<file path="src/rtl/sprite_plotter.sv">
// Erases a WxH sprite at its previous position, then redraws it at the position captured at start.
// Optional clipping to SCREEN_W x SCREEN_H is enabled by the macro SPRITE_PLOTTER_CLIP_EN.
module sprite_plotter #(
   parameter int         SPRITE_W  = 4,
   parameter int         SPRITE_H  = 4,
   parameter logic [2:0] BG_COLOUR = 3'b000,
   parameter int         SCREEN_W  = 160,
   parameter int         SCREEN_H  = 120
) (
   input  logic       clk,
   input  logic       reset,
   input  logic       start,
   input  logic [7:0] new_x,
   input  logic [6:0] new_y,
   input  logic [2:0] sprite_colour,
   output logic       busy,
   output logic       done,
   output logic       plot,
   output logic [7:0] x,
   output logic [6:0] y,
   output logic [2:0] colour
);

   if (SPRITE_W < 1 || SPRITE_W > 16 || SPRITE_H < 1 || SPRITE_H > 16 ||
       SCREEN_W < 1 || SCREEN_W > 256 || SCREEN_H < 1 || SCREEN_H > 128) begin : g_param_check
      $error("sprite_plotter: parameter out of range");
   end

   typedef enum logic [1:0] {IDLE, ERASE, DRAW, FINISH} state_t;

   localparam logic [3:0] LAST_DX = 4'(SPRITE_W - 1);
   localparam logic [3:0] LAST_DY = 4'(SPRITE_H - 1);

   state_t     state, state_nx;
   logic [3:0] dx, dy, dx_nx, dy_nx;
   logic [7:0] cap_x, cap_x_nx, old_x, old_x_nx;
   logic [6:0] cap_y, cap_y_nx, old_y, old_y_nx;
   logic [2:0] cap_col, cap_col_nx;
   logic       have_old, have_old_nx;
   logic       busy_nx, done_nx, plot_nx;
   logic [7:0] x_nx;
   logic [6:0] y_nx;
   logic [2:0] colour_nx;

   logic [7:0] base_x, pix_x;
   logic [6:0] base_y, pix_y;
   logic       visible;

   assign base_x = (state == ERASE) ? old_x : cap_x;
   assign base_y = (state == ERASE) ? old_y : cap_y;

`ifdef SPRITE_PLOTTER_CLIP_EN
   // One bit wider than the port so off-screen pixels are not hidden by wrap-around.
   logic [8:0] ux;
   logic [7:0] uy;
   assign ux      = {1'b0, base_x} + {5'b0, dx};
   assign uy      = {1'b0, base_y} + {4'b0, dy};
   assign pix_x   = ux[7:0];
   assign pix_y   = uy[6:0];
   assign visible = (32'(ux) < SCREEN_W) && (32'(uy) < SCREEN_H);
`else
   assign pix_x   = base_x + {4'b0, dx};
   assign pix_y   = base_y + {3'b0, dy};
   assign visible = 1'b1;
`endif

   always_ff @(posedge clk) begin
      if (reset) begin
         state    <= IDLE;
         dx       <= '0;
         dy       <= '0;
         cap_x    <= '0;
         cap_y    <= '0;
         cap_col  <= '0;
         old_x    <= '0;
         old_y    <= '0;
         have_old <= 1'b0;
         busy     <= 1'b0;
         done     <= 1'b0;
         plot     <= 1'b0;
         x        <= '0;
         y        <= '0;
         colour   <= '0;
      end else begin
         state    <= state_nx;
         dx       <= dx_nx;
         dy       <= dy_nx;
         cap_x    <= cap_x_nx;
         cap_y    <= cap_y_nx;
         cap_col  <= cap_col_nx;
         old_x    <= old_x_nx;
         old_y    <= old_y_nx;
         have_old <= have_old_nx;
         busy     <= busy_nx;
         done     <= done_nx;
         plot     <= plot_nx;
         x        <= x_nx;
         y        <= y_nx;
         colour   <= colour_nx;
      end
   end

   always_comb begin
      state_nx    = state;
      dx_nx       = dx;
      dy_nx       = dy;
      cap_x_nx    = cap_x;
      cap_y_nx    = cap_y;
      cap_col_nx  = cap_col;
      old_x_nx    = old_x;
      old_y_nx    = old_y;
      have_old_nx = have_old;
      busy_nx     = busy;
      done_nx     = 1'b0;
      plot_nx     = 1'b0;
      x_nx        = x;
      y_nx        = y;
      colour_nx   = colour;

      case (state)
         IDLE: begin
            if (start) begin
               cap_x_nx   = new_x;
               cap_y_nx   = new_y;
               cap_col_nx = sprite_colour;
               dx_nx      = '0;
               dy_nx      = '0;
               busy_nx    = 1'b1;
               state_nx   = have_old ? ERASE : DRAW;
            end
         end
         ERASE, DRAW: begin
            plot_nx = visible;
            if (visible) begin
               x_nx      = pix_x;
               y_nx      = pix_y;
               colour_nx = (state == ERASE) ? BG_COLOUR : cap_col;
            end
            // Row-major scan; the last pixel of the erase rectangle hands over to the draw pass.
            if (dx == LAST_DX) begin
               dx_nx = '0;
               if (dy == LAST_DY) begin
                  dy_nx    = '0;
                  state_nx = (state == ERASE) ? DRAW : FINISH;
               end else begin
                  dy_nx = dy + 4'd1;
               end
            end else begin
               dx_nx = dx + 4'd1;
            end
         end
         FINISH: begin
            done_nx     = 1'b1;
            busy_nx     = 1'b0;
            old_x_nx    = cap_x;
            old_y_nx    = cap_y;
            have_old_nx = 1'b1;
            state_nx    = IDLE;
         end
         default: state_nx = IDLE;
      endcase
   end

endmodule

</file>
<file path="config.mk">
export PLATFORM = sky130hd
export DESIGN_NAME = sprite_plotter
export DESIGN_NICKNAME = d
export VERILOG_FILES = /design/src/rtl/sprite_plotter.sv
export SDC_FILE = /design/constraint.sdc
export NUM_CORES = 1
export LEC_CHECK = 0
export CORE_ASPECT_RATIO = 1.25
export CORE_UTILIZATION = 40
export DETAILED_ROUTE_END_ITERATION = 8
export PLACE_DENSITY_LB_ADDON = 0.2
export SLEW_MARGIN = 25
export SYNTH_ARGS = -nofsm -noshare
export SYNTH_HDL_FRONTEND = slang
export SYNTH_SLANG_ARGS = --single-unit
</file>
<file path="constraint.sdc">
create_clock -name clk -period 7.1 [get_ports clk]
set_clock_uncertainty 0.1 [all_clocks]
set_input_delay 1.775 -clock clk [delete_from_list [all_inputs] [get_ports clk]]
set_output_delay 1.775 -clock clk [all_outputs]
set_load 0.02 [all_outputs]
</file>
==> metrics.yaml <==
critical_path:
  critPathMaxStageDelay_ns: 0.62
  cp.depth: 1
  start_kind: "register"
  crit_chain: "clkdlybuf4s50_1"
  worstRegToRegCells: 9
  worst-r2r-setup-slack_ns: 4.23
  required_ns: 5.22
  critPathKind: "register to output port"
  r2r-start: "state[0]"
  worstPathArrival_ns: 1.32
  cpMaxStageDelayCell: "clkdlybuf4s50_1"
  cp_top_family: "buffers and inverters"
  path_buf_inv: 1
  r2r_end: "y[4]"
  critPathMaxFanout: 3
  cp-end-kind: "output port"
cts:
  ctsResizeCount: 0
  cts_root_buf: "clkbuf_8"
  ctsLongestPathBuffers: 2
  clock_sinks: 65
  postCtsSetupBuffers: 0
  cts_tree: "yes"
  numCtsBuffers: 9
  hold_buffers: 0
  cts.clk_slew.worst_paths_ns: 0.07
  clk_latency_ns: 0.33
  htreeDepth: 3
detailed_routing:
  vias: 2427
  via_per_inst: 5.13
  ant_nets: 0
  drtIter0Drc: 135
  wl_per_cell_um: 13.4
  drt-total-wl_mm: 6.33
  drc: 0
  first_pass_iters: 4
placement:
  gp_congestion: 0.834
  post-dp-hpwl_mm: 4.33
  numPortBuffers: 41
  place_ws_ns: 3.69
final_layout:
  nNetsFinal: 414
  drive_gt1_frac: 0.0761
  layout_commonest_cell: "dfxtp_1"
  layout_common_cells: "dfxtp_1, nand2_1, nor2_1"
  n_antenna_cell: 0
  syn2layout_area_growth_pct: 20.4
global_routing:
  grt_start_max_net_pins: 63
  grt_pass1_vias: 2252
  grtUsageTotal: 0.175
  grt_pass1_wl_mm: 10.8
  antenna_found_initial: 0
  grt_overflow: 0
power_and_ir_drop:
  swShare: 0.383
  leakagePower_nw: 1.42
  p_seq_frac: 0.378
  pwr-share-comb: 0.399
  power_switching_w: 0.000463
  p_int_w: 0.000745
  p_per_area_nw_per_um2: 329
  clockPowerShare: 0.223
  ir_drop_v: 0.000146
die:
  core_area_um2: 7360
  ios: 42
  die_x_um: 80.0
  floorplan.die.height_um: 99.6
  initial_core_util: 0.414
  dieArea_um2: 7970
  std_cell_rows: 35
yosys:
  yosysUniqueCellTypes: 44
  synth.cell_area_um2: 3050
  async_flop_share: 0
  ys.flop_type: "dfxtp_1"
  yosysWarningCount: 0
  syn-instance-count: 340
  avgSynthCellArea_um2: 8.96
  synth-seq-area-share: 0.427
  synth_seq_cells: 65
  synth_fp_nets: 377
  synth_edf_count: 0
timing:
  setup_ws_ns: 3.90
  min_period_ns: 3.20
  slew_violations: 0
  max-slew-margin-rel: 0.540
  rsz0062_at_grt: "no"
  tns_ns: 0
  finalSetupViolCount: 0
  tightestPinTransition_ns: 0.691
  timing.fmax_mhz: 313
  finalHoldViolCount: 0
  period_share: 0.450
run_status:
  status: "complete, no violations"
min_path:
  hp-start: "cap_col[2]"
  hold_path_class: "register to register"
  hold_end: "cap_col[2]"
  min_path_cells: 2
flow_run:
  drv_cap: 0
-- per-stage QoR --
step | std cells | total power [W] | hold slack (ns) | area (um^2) | utilization
after floorplan | 340 | 0.000812 | 0.334 | 3050 | -
after global placement | 458 | 0.000943 | 0.343 | 3500 | 0.476
after detailed placement | 458 | 0.000952 | 0.347 | 3500 | 0.476
after CTS | 473 | 0.00122 | 0.356 | 3670 | 0.498
after global routing | 473 | 0.00130 | 0.390 | 3670 | 0.498
final | 473 | 0.00121 | 0.352 | 3670 | 0.498
-- worst max-delay path by stage --
stage / start / endpoint / slack [ns]
after global placement: reset / y[6] / 3.68
after detailed placement: reset / y[6] / 3.69
after global routing: busy / busy / 3.83
after floorplan: reset / y[6] / 4.20
after CTS: busy / busy / 3.87
final: busy / busy / 3.90
-- per-layer routing --
layer  GRT usage  vias up  routed length (um)
met2       0.273       35                2950
li1            -     1259                   -
met3      0.0459       13                 201
met5           0        -                   0
met4      0.0742        0                 123
met1       0.228     1120                3060
-- cell usage after synthesis (all sizes together), types with 2 or more instances --
master / n / area, um^2
nand2: 50 / 188
xor2: 2 / 17.5
xnor2: 4 / 35.0
a21o: 5 / 37.5
nor2b: 2 / 12.5
o21a: 4 / 30.0
and2: 2 / 12.5
mux2: 11 / 128
inv: 6 / 22.5
clkbuf: 8 / 30.0
fa: 2 / 40.0
buf: 10 / 56.3
a211o: 4 / 35.0
a211oi: 6 / 45.0
ha: 14 / 175
nor3b: 3 / 22.5
dfxtp: 65 / 1300
mux2i: 26 / 260
nand2b: 3 / 18.8
nor3: 2 / 10.0
nand3: 7 / 35.0
a21oi: 34 / 170
o21ai: 5 / 25.0
nand4: 2 / 12.5
nor2: 42 / 158
o311ai: 6 / 52.6
-- final cells by class --
cell class                      count  area [um^2]
Inverter                            7         26.3
Tap cell                           92          115
Fill cell                         727         3690
Sequential cell                    65         1300
Clock inverter                      3         17.5
Clock buffer                       12          145
Multi-Input combinational cell    250         1630
Timing Repair Buffer               44          428
-- power by group through the flow --
stage / clock network, W / logic [W] / registers [W]
6_report: 0.000269 / 0.000482 / 0.000457
2_1_floorplan: 0 / 0.000326 / 0.000486
3_5_place_dp: 0 / 0.000486 / 0.000465
5_1_grt: 0.000294 / 0.000537 / 0.000464
3_3_place_gp: 0 / 0.000480 / 0.000464
4_1_cts: 0.000277 / 0.000488 / 0.000458
-- logic make-up (layout without fill, tap and decap cells) --
kind of cell             Yosys count  after routing  synth area share
AO/OA/AOI/OAI                     73             73             0.154
XOR/XNOR                           6              6            0.0173
adder cells (fa/ha/maj)           16             16            0.0707
buffers and inverters             25             66            0.0370
flip-flops                        65             65             0.427
multiplexers                      37             37             0.127
AND/OR/NAND/NOR                  118            118             0.167
-- state kept, by name (all words and copies together) (netlist names) --
name,flops
colour,3
have_old,1
cap_x,8
x,8
y,7
old_y,7
old_x,8
state,2
cap_col,3
plot,1
dx,4
done,1
busy,1
dy,4
cap_y,7
Note: power is estimated with default switching activity, not from simulation.
